==> src/rtl/tile_blitter_if.sv <==
// tile_blitter_if: datapath/ROM/VGA-side signal bundle for tile_blitter.
// Ports (slave = blitter side):
//   in : go, X, Y, memory_select, tile_select, rom_data
//   out: rom_addr, rom_sel, X_out, Y_out, colour, write_en, busy, finished
interface tile_blitter_if;
   logic        go;
   logic [8:0]  X;
   logic [7:0]  Y;
   logic [1:0]  memory_select;
   logic [3:0]  tile_select;
   logic [16:0] rom_addr;
   logic [1:0]  rom_sel;
   logic [2:0]  rom_data;
   logic [8:0]  X_out;
   logic [7:0]  Y_out;
   logic [2:0]  colour;
   logic        write_en;
   logic        busy;
   logic        finished;
   modport slave (
      input  go, X, Y, memory_select, tile_select, rom_data,
      output rom_addr, rom_sel, X_out, Y_out, colour, write_en, busy, finished
   );
   modport master (
      output go, X, Y, memory_select, tile_select, rom_data,
      input  rom_addr, rom_sel, X_out, Y_out, colour, write_en, busy, finished
   );
endinterface

==> src/rtl/tile_blitter.sv <==
// tile_blitter: streams a tile or the full stage image from ROM to the VGA write port, one pixel per clock.
// Ports: clock, reset_n (async active-low); bus (tile_blitter_if.slave) carries go/origin/select in,
//   ROM address/select out with ROM colour in, and VGA X_out/Y_out/colour/write_en plus busy/finished out.
// Option: define TILE_BLITTER_TRANSPARENCY_EN to drop magenta (3'b101) tile pixels.
module tile_blitter #(
   parameter int SCREEN_W = 320,
   parameter int SCREEN_H = 240,
   parameter int TILE_W   = 16
) (
   input logic           clock,
   input logic           reset_n,
   tile_blitter_if.slave bus
);
   typedef enum logic [1:0] {IDLE, SWEEP, FLUSH, DONE} state_t;
   state_t      state_q, state_d;
   logic [8:0]  x_q, x_d, px_q, px_d;
   logic [7:0]  y_q, y_d, py_q, py_d;
   logic [3:0]  tile_q, tile_d;
   logic [1:0]  sel_q, sel_d;
   logic [9:0]  col_q, col_d, col;
   logic [8:0]  row_q, row_d, row;
   logic        vld_q, vld_d;
   logic        stage, px_last, py_last;

   always_ff @(posedge clock or negedge reset_n) begin
      if (!reset_n) begin
         state_q <= IDLE;
         x_q     <= '0;
         y_q     <= '0;
         px_q    <= '0;
         py_q    <= '0;
         tile_q  <= '0;
         sel_q   <= '0;
         col_q   <= '0;
         row_q   <= '0;
         vld_q   <= 1'b0;
      end else begin
         state_q <= state_d;
         x_q     <= x_d;
         y_q     <= y_d;
         px_q    <= px_d;
         py_q    <= py_d;
         tile_q  <= tile_d;
         sel_q   <= sel_d;
         col_q   <= col_d;
         row_q   <= row_d;
         vld_q   <= vld_d;
      end
   end

   always_comb begin
      stage   = sel_q == 2'd1;
      px_last = px_q == (stage ? 9'(SCREEN_W - 1) : 9'(TILE_W - 1));
      py_last = py_q == (stage ? 8'(SCREEN_H - 1) : 8'(TILE_W - 1));
      col     = 10'(x_q) + 10'(px_q);
      row     = 9'(y_q) + 9'(py_q);
      state_d = state_q;
      x_d     = x_q;
      y_d     = y_q;
      px_d    = px_q;
      py_d    = py_q;
      tile_d  = tile_q;
      sel_d   = sel_q;
      col_d   = col_q;
      row_d   = row_q;
      vld_d   = 1'b0;
      case (state_q)
         IDLE: if (bus.go) begin
            state_d = SWEEP;
            sel_d   = (bus.memory_select == 2'd1) ? 2'd1 : 2'd0;
            x_d     = (bus.memory_select == 2'd1) ? 9'd0 : bus.X;
            y_d     = (bus.memory_select == 2'd1) ? 8'd0 : bus.Y;
            tile_d  = bus.tile_select;
            px_d    = '0;
            py_d    = '0;
         end
         SWEEP: begin
            // Coordinates travel one stage behind the address to line up with rom_data.
            col_d = col;
            row_d = row;
            vld_d = (col < 10'(SCREEN_W)) && (row < 9'(SCREEN_H));
            px_d  = px_last ? 9'd0 : px_q + 9'd1;
            py_d  = (px_last && !py_last) ? py_q + 8'd1 : py_q;
            if (px_last && py_last) state_d = FLUSH;
         end
         FLUSH:   state_d = DONE;
         DONE:    state_d = IDLE;
         default: state_d = IDLE;
      endcase
   end

   assign bus.rom_addr = stage ? 17'(py_q) * 17'(SCREEN_W) + 17'(px_q)
                               : 17'({tile_q, py_q[3:0], px_q[3:0]});
   assign bus.rom_sel  = sel_q;
   assign bus.X_out    = col_q[8:0];
   assign bus.Y_out    = row_q[7:0];
   assign bus.colour   = vld_q ? bus.rom_data : 3'd0;
`ifdef TILE_BLITTER_TRANSPARENCY_EN
   assign bus.write_en = vld_q && !(sel_q == 2'd0 && bus.rom_data == 3'b101);
`else
   assign bus.write_en = vld_q;
`endif
   assign bus.busy     = state_q != IDLE;
   assign bus.finished = state_q == DONE;
endmodule
==> src/flat_wrapper.sv <==
// flat-port wrapper written by rule: the top's interface ports become plain ports
module tile_blitter_flat 
#(
   parameter int SCREEN_W = 320,
   parameter int SCREEN_H = 240,
   parameter int TILE_W   = 16
)
  (clock, reset_n, bus_go, bus_X, bus_Y, bus_memory_select, bus_tile_select, bus_rom_data, bus_rom_addr, bus_rom_sel, bus_X_out, bus_Y_out, bus_colour, bus_write_en, bus_busy, bus_finished);
  tile_blitter_if bus_i ();
  input logic clock;
  input logic reset_n;
  input wire logic [$bits(bus_i.go)-1:0] bus_go;
  input wire logic [$bits(bus_i.X)-1:0] bus_X;
  input wire logic [$bits(bus_i.Y)-1:0] bus_Y;
  input wire logic [$bits(bus_i.memory_select)-1:0] bus_memory_select;
  input wire logic [$bits(bus_i.tile_select)-1:0] bus_tile_select;
  input wire logic [$bits(bus_i.rom_data)-1:0] bus_rom_data;
  output wire logic [$bits(bus_i.rom_addr)-1:0] bus_rom_addr;
  output wire logic [$bits(bus_i.rom_sel)-1:0] bus_rom_sel;
  output wire logic [$bits(bus_i.X_out)-1:0] bus_X_out;
  output wire logic [$bits(bus_i.Y_out)-1:0] bus_Y_out;
  output wire logic [$bits(bus_i.colour)-1:0] bus_colour;
  output wire logic [$bits(bus_i.write_en)-1:0] bus_write_en;
  output wire logic [$bits(bus_i.busy)-1:0] bus_busy;
  output wire logic [$bits(bus_i.finished)-1:0] bus_finished;
  assign bus_i.go = bus_go;
  assign bus_i.X = bus_X;
  assign bus_i.Y = bus_Y;
  assign bus_i.memory_select = bus_memory_select;
  assign bus_i.tile_select = bus_tile_select;
  assign bus_i.rom_data = bus_rom_data;
  assign bus_rom_addr = bus_i.rom_addr;
  assign bus_rom_sel = bus_i.rom_sel;
  assign bus_X_out = bus_i.X_out;
  assign bus_Y_out = bus_i.Y_out;
  assign bus_colour = bus_i.colour;
  assign bus_write_en = bus_i.write_en;
  assign bus_busy = bus_i.busy;
  assign bus_finished = bus_i.finished;
  tile_blitter #(.SCREEN_W(SCREEN_W), .SCREEN_H(SCREEN_H), .TILE_W(TILE_W)) u_core (.clock(clock), .reset_n(reset_n), .bus(bus_i));
endmodule
==> config.mk <==
export PLATFORM = sky130hd
export DESIGN_NAME = tile_blitter_flat
export DESIGN_NICKNAME = d
export VERILOG_FILES = /design/src/rtl/tile_blitter_if.sv /design/src/rtl/tile_blitter.sv /design/src/flat_wrapper.sv
export SDC_FILE = /design/constraint.sdc
export NUM_CORES = 1
export LEC_CHECK = 0
export BUFFER_PORTS_ARGS = -buffer_cell sky130_fd_sc_hd__buf_2
export CAP_MARGIN = 10
export CORE_ASPECT_RATIO = 1.1
export CORE_MARGIN = 2
export CORE_UTILIZATION = 55
export CTS_CLUSTER_SIZE = 24
export DETAILED_ROUTE_END_ITERATION = 8
export PLACE_DENSITY_LB_ADDON = 0.1
export SLEW_MARGIN = 0
export SYNTH_ARGS = -nofsm -noshare
export SYNTH_HDL_FRONTEND = slang
export SYNTH_SLANG_ARGS = --single-unit
==> constraint.sdc <==
create_clock -name clock -period 3 [get_ports clock]
set_input_delay 0 -clock clock [delete_from_list [all_inputs] [get_ports clock]]
set_output_delay 0 -clock clock [all_outputs]
set_load 0.01 [all_outputs]
==> out/metrics.csv, run 1 <==
stage,metric,value,unit
sta,tns,0,ns
clock_network,clockBufferDepth,2,
drt,wl_met2,4823,um
worst_hold_path,worstHoldPathType,in2reg,
floorplanning,dieArea,7765,sq um
drt,first_iter_violations,137,
synthesis,ys_seq_area_share,37.94,%
clock_network,cts_sinks,59,
sta,setup_viol,0,
clock_network,clk_pin_slew,0.07,ns
floorplanning,std_cell_rows,32,
drt,wirelength,9335,um
final_layout,final_area,4843,sq um
synthesis,synth_ff_type,dfrtp_1,
clock_network,cts_tree,yes,
critical_path,reg2regPathDepth,6,
global_routing,grt_usage,25.79,%
final_layout,fin_cells,583,
worst_hold_path,worstHoldStart,bus_go,
synthesis,synthAdderAreaFrac,14.28,%
drt,dr.pass1.iters,4,
synthesis,synth_edf_count,0,
final_layout,syn_to_final_growth,24.47,%
floorplanning,die_h,92.22,um
floorplanning,initial_core_util,56.18,%
synthesis,avgSynthCellArea,9.851,sq um
placement,place_area,4323,sq um
clock_network,cts_buffers,9,
power,p_leak,2.351,nW
final_layout,final_common_cell,buf_2,
floorplanning,die_w,84.20,um
critical_path,cp-start-kind,flop,
sta,slew_viol_final,0,
power,peakVddDrop,0.6612,mV
power,powerDensity,835.6,nW/um^2
synthesis,synth_xor_area_share,5.177,%
sta,fin_crit_sh,94.39,%
critical_path,critPathMaxFanout,8,
worst_hold_path,holdPathEnd,u_core.state_q[1],
critical_path,end_kind,primary output,
final_layout,diodes,0,
drt,drc_errors,0,
placement,gp_congestion,0.8355,
synthesis,synth-async-reset-ratio,100.0,%
drt,ant_nets,0,
sta,tightest_slew,0.8214,ns
global_routing,grt_pass1_wl,15880,um
critical_path,crit_chain,"ha_1, fa_2, a211oi_2, nor2_1, xor2_2, nand3_1, a2111o_1, nand2_1, buf_2",
clock_network,worst_skew_pair.late_latency,0.34,ns
synthesis,netlist_area,3891,sq um
global_routing,antenna_found_initial,0,
synthesis,synth_compound_area_share,19.68,%
critical_path,cp.required,3.00,ns
final_layout,final_nets,564,
critical_path,reg2reg_to,u_core.py_q[3],
global_routing,grt_pass1_vias,3466,
synthesis,ys_types,53,
critical_path,slowest_stage,dfrtp_1,
synthesis,synth_simple_gate_area_share,13.22,%
critical_path,critical_path_arrival,2.83,ns
clock_network,cts-root-buf,clkbuf_8,
sta,fmax,0.3531,GHz
placement,portBuffers,69,
drt,topRoutingLayerUsed,met4,
floorplanning,core_area,6927,sq um
worst_hold_path,hold_depth,4,
drt,via_per_inst,5.710,
sta,timing.final.hold_violations,0,
placement,post-dp-hpwl,6508,um
drt,met1_length,3888,um
sta,fin_worst_skew,0.01279,ns
global_routing,overflow,0,
synthesis,syn_inst,395,
sta,finalCriticalPeriod,2.832,ns
critical_path,timing_worst_setup_path_type,reg2out,
synthesis,mappedNetlistNets,466,
drt,wl_met3,418,um
final_layout,drive_above_1_share,25.70,%
job,maxCapViolCount,0,
sta,rsz0062_at_grt,false,
synthesis,synthMuxAreaShare,5.723,%
sta,relSlewSlack,45.24,%
synthesis,ys_warn_count,0,
drt,wire_per_inst,16.01,um
clock_network,cts.htree.levels,3,
critical_path,regToRegSetupSlack,0.58,ns
drt,num_vias,3329,
critical_path,slowest_delay,0.48,ns
synthesis,synth-seq-cells,59,
status,status,"finished, final reports clean",
critical_path,worstReg2RegStart,u_core.px_q[8],
synthesis,synth_top_family_by_area,compound AO/OA/AOI/OAI gates,
placement,dp_cells,542,
global_routing,grt_max_degree,34,
final_layout,final_cell_mix,"buf_2 (69), dfrtp_1 (57), ha_1 (36), nor2_1 (34), o21ai_0 (28)",
floorplanning,ios,71,
-- flip-flops by register name, summed over array words and instances (netlist names) --
register             count
u_core.bus.rom_sel       1
u_core.col_q             9
u_core.py_q              8
u_core.tile_q            4
u_core.row_q             8
u_core.px_q              9
u_core.state_q           2
u_core.y_q               8
u_core.bus.write_en      1
u_core.x_q               9
-- metal layers --
layer / track usage [%] / vias to the layer above
li1: - / 1627
met1: 30.97 / 1599
met2: 45.83 / 87
met3: 4.950 / 16
met4: 9.140 / 0
met5: 0 / -
-- critical path, delay by kind of cell (launching register included) --
| kind | cells | cell delay [ns] |
|---|---|---|
| compound gates | 2 | 0.53 |
| xor+xnor | 1 | 0.23 |
| fa+ha+maj | 2 | 0.82 |
| buf+inv | 1 | 0.12 |
| flops | 1 | 0.48 |
| simple gates | 3 | 0.32 |
-- area by class of cell --
cell class	instances	area (sq um)
inverter	19	71.32
timing repair buffer	102	648.1
clock inverter	4	73.82
fill	557	2083
tap	85	106.4
sequential	59	1479
multi-input combinational	302	2320
clock buffer	12	145.1
-- kinds of logic after synthesis --
logic type / Yosys count
muxes: 20
and+or+nand+nor: 105
other: 1
adders and majority gates: 42
DFF: 59
AOI/OAI and AO/OA: 111
xor gates and xnor gates: 23
buffers and inverters: 34
-- worst max path at each step --
| stage | depth (start not counted) | endpoint | slack (ns) | startpoint |
|---|---|---|---|---|
| floorplan | 9 | bus_rom_addr[16] | 0.49 | u_core.py_q[1] |
| global placement | 10 | bus_rom_addr[16] | 0.27 | u_core.py_q[1] |
| detailed placement | 10 | bus_rom_addr[16] | 0.23 | u_core.py_q[1] |
| CTS | 10 | bus_rom_addr[15] | 0.03 | u_core.py_q[1] |
| global route | 10 | bus_rom_addr[15] | 0.009 | u_core.py_q[2] |
| finish | 9 | bus_rom_addr[16] | 0.17 | u_core.py_q[2] |
-- synthesized netlist by cell type (4+ instances only) --
master	number	area (sq um)
nor3_1	5	25.02
a21oi_1	17	85.08
nand4_1	5	31.28
xnor2_1	15	131.4
nor2_1	34	127.6
inv_1	18	67.56
a211oi_1	6	45.04
nand3_1	10	50.05
a21o_1	6	45.04
ha_1	38	475.5
o21a_1	7	52.55
dfrtp_1	59	1476
nor2b_1	5	31.28
xor2_1	8	70.07
clkbuf_1	8	30.03
nand2_1	26	97.59
o21ai_0	28	140.1
mux2_2	18	202.7
a22o_1	20	175.2
fa_1	4	80.08
buf_4	6	45.04
-- where the power goes --
part / leakage (nW) / switching, mW / total (mW) / internal [mW]
combinational: 1.48 / 1.03 / 1.92 / 0.896
sequential: 0.756 / 0.216 / 1.31 / 1.09
clock: 0.111 / 0.328 / 0.819 / 0.491
total: 2.35 / 1.57 / 4.05 / 2.48
-- metrics by stage --
stage | utilization (%) | hold slack (ns) | setup WS, ns | power (mW)
2_1_floorplan | - | -0.2956 | 0.4884 | 2.613
3_3_place_gp | 62.41 | 0.1374 | 0.2738 | 3.115
3_5_place_dp | 62.41 | 0.1403 | 0.2252 | 3.168
4_1_cts | 68.98 | 0.1409 | 0.03454 | 4.035
5_1_grt | 69.92 | 0.1751 | 0.009224 | 4.367
6_report | 69.92 | 0.1522 | 0.1682 | 4.047
-- repair_timing --
action | CTS | global route
gates resized for setup | 4 | 7
buffers inserted | 0 | 3
endpoints found under the hold margin | 53 | 0
hold buffers | 22 | 0
setup endpoints to repair | 3 | 4
pin swaps | 0 | 7
Note: power is estimated with default switching activity, not from simulation.
==> run 2: changes to the inputs <==
- CTS_BUF_LIST: not set -> sky130_fd_sc_hd__clkbuf_8
==> run 2 against run 1 <==
Critical path depth stayed put. Via count is 0.15% lower. Worst hold slack hardly changed. Register-to-register slack hardly changed. Power is 0.20% lower. Sequential power hardly changed. Critical endpoint unchanged. Clock-buffer cell count is 2 lower. Fmax hardly changed. Sequential cell count stayed put. Critical path type unchanged.
==> out/metrics.csv, run 2 (synthesis gave the netlist of run 1 again) <==
stage,metric,value,unit,change
power,netSwitchingFraction,38.83,%,was 38.78%
clock_network,clockBufferDepth,2,,unchanged
drt,drc_errors,0,,unchanged
critical_path,reg2reg_to,u_core.py_q[3],,unchanged
global_routing,grt_usage,25.81,%,was 25.79%
critical_path,end_kind,primary output,,unchanged
floorplanning,die_h,92.22,um,unchanged
power,intPower,2.471,mW,was 2.478 mW
drt,wirelength,9334,um,was 9335 um
sta,relSlewSlack,45.29,%,was 45.24%
drt,via_per_inst,5.702,,was 5.710
floorplanning,core_area,6927,sq um,unchanged
final_layout,final_cell_mix,"buf_2 (69), dfrtp_1 (57), ha_1 (36), nor2_1 (34), o21ai_0 (28)",,unchanged
sta,setup_viol,0,,unchanged
worst_hold_path,worstHoldStart,bus_go,,unchanged
worst_hold_path,holdPathEnd,u_core.state_q[1],,unchanged
sta,fmax,0.3528,GHz,was 0.3531 GHz
drt,num_vias,3324,,"was 3,329"
clock_network,cts_buffers,9,,unchanged
final_layout,num-fill-cells,557,,unchanged
final_layout,multiInputGateArea,2320,sq um,unchanged
power,pwr-share-comb,47.5,%,about the same
power,powerDensity,833.9,nW/um^2,was 835.6 nW/um^2
global_routing,grt_pass1_wl,15880,um,about the same
final_layout,drive_above_1_share,25.70,%,unchanged
floorplanning,std_cell_rows,32,,unchanged
critical_path,critPathMaxFanout,8,,unchanged
sta,tightest_slew,0.8207,ns,was 0.8214 ns
final_layout,final_nets,564,,unchanged
clock_network,clk_pin_slew,0.07,ns,about the same
critical_path,slowest_stage,dfrtp_1,,unchanged
critical_path,critPathBufInv,1,,unchanged
status,status,"finished, final reports clean",,unchanged
power,p_leak,2.359,nW,was 2.351 nW
sta,finalCriticalPeriod,2.834,ns,was 2.832 ns
placement,portBuffers,69,,unchanged
power,power_switching,1.568,mW,was 1.569 mW
floorplanning,ios,71,,unchanged
critical_path,regToRegSetupSlack,0.58,ns,about the same
sta,fin_crit_sh,94.47,%,was 94.39%
critical_path,worstReg2RegStart,u_core.px_q[8],,unchanged
critical_path,critical_path_arrival,2.83,ns,about the same
final_layout,final_common_cell,buf_2,,unchanged
global_routing,overflow,0,,unchanged
job,maxCapViolCount,0,,unchanged
critical_path,slowest_delay,0.48,ns,about the same
placement,place_ws,0.2252,ns,unchanged
clock_network,cts.htree.levels,3,,unchanged
sta,timing.final.hold_violations,0,,unchanged
global_routing,antenna_found_initial,0,,unchanged
sta,tns,0,ns,unchanged
placement,gp_congestion,0.8355,,unchanged
critical_path,critPathTopFamily,adder cells,,unchanged
clock_network,cts_tree,yes,,unchanged
final_layout,diodes,0,,unchanged
critical_path,crit_chain,"ha_1, fa_2, a211oi_2, nor2_1, xor2_2, nand3_1, a2111o_1, nand2_1, buf_2",,unchanged
clock_network,worst_skew_pair.late_latency,0.34,ns,about the same
placement,post-dp-hpwl,6508,um,unchanged
sta,rsz0062_at_grt,false,,unchanged
critical_path,cp.required,3.00,ns,about the same
final_layout,syn_to_final_growth,24.47,%,unchanged
critical_path,cp-start-kind,flop,,unchanged
final_layout,seqCellArea,1479,sq um,unchanged
floorplanning,die_w,84.20,um,unchanged
sta,slew_viol_final,0,,unchanged
floorplanning,dieArea,7765,sq um,unchanged
global_routing,grt_pass1_vias,3469,,"was 3,466"
worst_hold_path,hold_depth,4,,unchanged
clock_network,cts_sinks,59,,unchanged
final_layout,largestRegisters,"u_core.col_q (9), u_core.px_q (9), u_core.x_q (9)",,unchanged
floorplanning,initial_core_util,56.18,%,unchanged
global_routing,grt_max_degree,34,,unchanged
power,peakVddDrop,0.6612,mV,about the same
worst_hold_path,worstHoldPathType,in2reg,,unchanged
power,pwr-share-clk,20.1,%,was 20.2%
drt,dr.pass1.iters,4,,unchanged
critical_path,timing_worst_setup_path_type,reg2out,,unchanged
clock_network,cts-root-buf,clkbuf_8,,unchanged
drt,first_iter_violations,137,,unchanged
critical_path,reg2regPathDepth,6,,unchanged
drt,ant_nets,0,,unchanged
critical_path,startpoint,u_core.py_q[2],,unchanged
power,seqPwrFrac,32.3,%,about the same
sta,worst_slack,0.1659,ns,was 0.1682 ns
sta,fin_worst_skew,0.01270,ns,was 0.01279 ns
drt,wire_per_inst,16.01,um,about the same
-- run 2: layout make-up --
type | instances | area share, %
Timing Repair Buffer | 102 | 13.38
Clock inverter | 6 | 1.679
Multi-Input combinational cell | 302 | 47.89
Sequential cell | 59 | 30.53
Inverter | 19 | 1.472
Tap cell | 85 | 2.196
Clock buffer | 10 | 2.842
-- run 2: worst max-delay path by stage --
stage | end | slack [ns] | cells after the start
after floorplan | bus_rom_addr[16] | 0.49 | 9
after global placement | bus_rom_addr[16] | 0.27 | 10
after detailed placement | bus_rom_addr[16] | 0.23 | 10
after CTS | bus_rom_addr[15] | 0.03 | 10
after global routing | bus_rom_addr[15] | 0.009 | 10
final | bus_rom_addr[16] | 0.17 | 9
-- run 2: power groups by stage --
stage | Sequential [mW] | Clock [mW] | Combinational, mW
6_report | 1.31 | 0.813 | 1.92
4_1_cts | 1.31 | 0.831 | 1.89
3_5_place_dp | 1.32 | 0 | 1.85
3_3_place_gp | 1.31 | 0 | 1.81
5_1_grt | 1.34 | 0.868 | 2.15
2_1_floorplan | 1.32 | 0 | 1.30
-- run 2: per-layer routing --
| layer | share of wire [%] | wire length, um | track usage (%) |
|---|---|---|---|
| met5 | 0 | 0 | 0 |
| met4 | 2.2 | 204 | 9.274 |
| met2 | 52 | 4808 | 45.70 |
| met3 | 4.6 | 426 | 5.221 |
| met1 | 42 | 3894 | 30.91 |
-- run 2: timing repair --
| action | 4_1_cts | 5_1_grt |
|---|---|---|
| hold endpoints to repair | 53 | 0 |
| gates resized for setup | 4 | 7 |
| hold buffers | 22 | 0 |
| pin swaps | 0 | 7 |
| setup endpoints to repair | 3 | 4 |
| buffers inserted | 0 | 3 |
-- run 2: tightest hold or removal path: stages --
cell and delay, ns:
buf_2 0.09, nor2_1 0.04, nor2_1 0.16, mux2_2 0.17
-- run 2: through the flow --
step / hold WS, ns / area (sq um) / util (%) / std cells / total power, mW
finish: 0.1517 / 4843 / 69.92 / 583 / 4.039
detailed placement: 0.1403 / 4323 / 62.41 / 542 / 3.168
CTS: 0.1409 / 4778 / 68.98 / 580 / 4.029
global route: 0.1751 / 4843 / 69.92 / 583 / 4.362
floorplan: -0.2956 / 3891 / - / 395 / 2.613
global placement: 0.1374 / 4323 / 62.41 / 542 / 3.115
==> run 3: changes to the inputs <==
- PLACE_DENSITY_LB_ADDON: 0.1 -> 0.12
==> run 3 against run 2 <==
First-iteration DRC count grew 15%. Highest routed layer unchanged. Critical path depth grew 1. Die area is the same. Sequential cell count is the same. Via count grew 0.96%. Sequential share of layout area grew 0.35 points. Register-to-register slack lost 0.03 ns. Fmax shrank 0.83%. Sequential power is essentially flat.
==> out/metrics.csv, run 3 (synthesis gave the netlist of run 1 again) <==
stage,metric,value,unit,change
clock_network,cts.htree.levels,3,,unchanged
floorplanning,dieArea,7765,sq um,unchanged
floorplanning,die_w,84.20,um,unchanged
clock_network,cts_tree,yes,,unchanged
floorplanning,core_area,6927,sq um,unchanged
final_layout,seqCellArea,1480,sq um,was 1479 sq um
worst_hold_path,worstHoldPathType,in2reg,,unchanged
status,status,"finished, final reports clean",,unchanged
global_routing,grt_pass1_vias,3471,,"was 3,469"
final_layout,final_cell_mix,"buf_2 (69), dfrtp_1 (56), ha_1 (36), nor2_1 (33), o21ai_0 (28)",,"was buf_2 (69), dfrtp_1 (57), ha_1 (36), nor2_1 (34), o21ai_0 (28)"
clock_network,clk_pin_slew,0.07,ns,about the same
drt,dr.pass1.iters,4,,unchanged
sta,tns,0,ns,unchanged
critical_path,timing_worst_setup_path_type,reg2out,,unchanged
placement,post-dp-hpwl,6372,um,was 6508 um
clock_network,cts-root-buf,clkbuf_8,,unchanged
final_layout,largestRegisters,"u_core.col_q (9), u_core.px_q (9), u_core.x_q (9)",,unchanged
floorplanning,std_cell_rows,32,,unchanged
sta,relSlewSlack,46.21,%,was 45.29%
power,pwr-share-clk,16.9,%,was 20.1%
global_routing,grt_pass1_wl,15930,um,"was 15,880 um"
drt,via_per_inst,5.776,,was 5.702
power,seqPwrFrac,34.2,%,was 32.3%
final_layout,multiInputGateArea,2322,sq um,was 2320 sq um
critical_path,slowest_delay,0.46,ns,was 0.48 ns
sta,timing.final.hold_violations,0,,unchanged
clock_network,clockBufferDepth,2,,unchanged
drt,num_vias,3356,,"was 3,324"
placement,portBuffers,69,,unchanged
global_routing,antenna_found_initial,0,,unchanged
final_layout,diodes,0,,unchanged
power,netSwitchingFraction,41.00,%,was 38.83%
final_layout,final_area,4792,sq um,was 4843 sq um
final_layout,final_nets,562,,was 564
global_routing,grt_usage,25.56,%,was 25.81%
sta,worst_slack,0.1421,ns,was 0.1659 ns
floorplanning,die_h,92.22,um,unchanged
critical_path,cp.required,3.00,ns,about the same
drt,first_iter_violations,158,,was 137
critical_path,crit_chain,"ha_1, ha_4, fa_2, a211oi_4, nor2_2, xor2_2, buf_4, a31o_2, a21oi_1, buf_2",,"was ha_1, fa_2, a211oi_2, nor2_1, xor2_2, nand3_1, a2111o_1, nand2_1, buf_2"
placement,place_ws,0.2247,ns,was 0.2252 ns
sta,fin_worst_skew,0.009829,ns,was 0.01270 ns
sta,slew_viol_final,0,,unchanged
clock_network,cts_buffers,9,,unchanged
clock_network,worst_skew_pair.late_latency,0.35,ns,was 0.34 ns
final_layout,drive_above_1_share,26.01,%,was 25.70%
sta,fmax,0.3499,GHz,was 0.3528 GHz
floorplanning,initial_core_util,56.18,%,unchanged
placement,place_area,4315,sq um,was 4323 sq um
power,power_switching,1.584,mW,was 1.568 mW
power,p_leak,2.317,nW,was 2.359 nW
critical_path,critPathMaxFanout,7,,was 8
floorplanning,ios,71,,unchanged
sta,setup_viol,0,,unchanged
sta,rsz0062_at_grt,false,,unchanged
critical_path,cp-start-kind,flop,,unchanged
sta,tightest_slew,0.8052,ns,was 0.8207 ns
sta,hold_slack,0.1337,ns,was 0.1517 ns
critical_path,end_kind,primary output,,unchanged
drt,ant_nets,0,,unchanged
placement,dp_cells,541,,was 542
critical_path,slowest_stage,dfrtp_2,,was dfrtp_1
power,powerDensity,806.0,nW/um^2,was 833.9 nW/um^2
power,intPower,2.279,mW,was 2.471 mW
power,peakVddDrop,0.5763,mV,was 0.6612 mV
drt,wire_per_inst,16.10,um,was 16.01 um
drt,drc_errors,0,,unchanged
final_layout,num-fill-cells,577,,was 557
clock_network,cts_sinks,59,,unchanged
global_routing,overflow,0,,unchanged
critical_path,critical_path_arrival,2.86,ns,was 2.83 ns
placement,gp_congestion,0.8191,,was 0.8355
final_layout,fin_cells,581,,was 583
sta,fin_crit_sh,95.26,%,was 94.47%
sta,finalCriticalPeriod,2.858,ns,was 2.834 ns
global_routing,grt_max_degree,33,,was 34
power,pwr-share-comb,48.9,%,was 47.5%
critical_path,critPathTopFamily,adder cells,,unchanged
final_layout,syn_to_final_growth,23.15,%,was 24.47%
job,maxCapViolCount,0,,unchanged
critical_path,critPathBufInv,2,,was 1
final_layout,final_common_cell,buf_2,,unchanged
drt,wirelength,9353,um,was 9334 um
-- run 3: cell types whose count changed in the layout (fill, tap and decap cells not counted), moves of 2 or more --
cell,change
inv_1,-2
buf_4,-2
bufinv_16,-2
clkinvlp_4,+3
-- run 3: layout make-up --
cell class	count	share of cell area, %
multi-input cells	302	48.46
flip-flops and latches	59	30.89
repair buffers	100	13.21
clock buffers	10	2.872
well taps	85	2.219
inverters	19	1.488
clock inverters	6	0.8616
-- run 3: worst paths after layout --
check                                     start  slack, ns                    end  cells after the start
worst max-delay path             u_core.py_q[0]       0.14       bus_rom_addr[15]                     10
worst min-delay path                     bus_go       0.13      u_core.state_q[0]                      4
worst max register to register   u_core.px_q[0]       0.55    u_core.bus.write_en                      9
worst min register to register  u_core.row_q[3]       0.48        u_core.row_q[3]                      1
max in group asynchronous               reset_n       1.89         u_core.py_q[5]                      3
min in group asynchronous               reset_n       0.26  u_core.bus.rom_sel[0]                      2
-- run 3: worst min-delay path, cell delays in order --
cell and delay, ns:
buf_2 0.09, nor2_1 0.04, nor2_1 0.14, o32a_1 0.17
-- run 3: power by group through the flow --
stage / Combinational, mW / Clock (mW) / Sequential [mW]
floorplan: 1.30 / 0 / 1.32
global placement: 1.78 / 0 / 1.31
detailed placement: 1.82 / 0 / 1.33
CTS: 1.86 / 0.673 / 1.32
global route: 2.11 / 0.712 / 1.36
finish: 1.89 / 0.654 / 1.32
-- run 3: per-layer routing --
layer	GRT usage, %	vias up	share of wire, %
li1	-	1630	-
met1	30.29	1592	41
met2	44.78	109	51
met3	5.761	25	5.1
met4	10.08	0	2.8
met5	0	-	0
-- run 3: what timing repair did --
item	4_1_cts	5_1_grt
setup buffers	0	2
endpoints found under the hold margin	52	0
hold buffers	22	0
cloned	0	0
gates resized for setup	4	9
endpoints found under the setup margin	3	3
pin swaps	0	8
-- run 3: through the flow --
step                      total power, mW  utilization [%]
after floorplan                     2.613                -
after CTS                           3.855            68.30
final                               3.862            69.18
after global placement              3.097            62.30
after global routing                4.181            69.18
after detailed placement            3.155            62.30
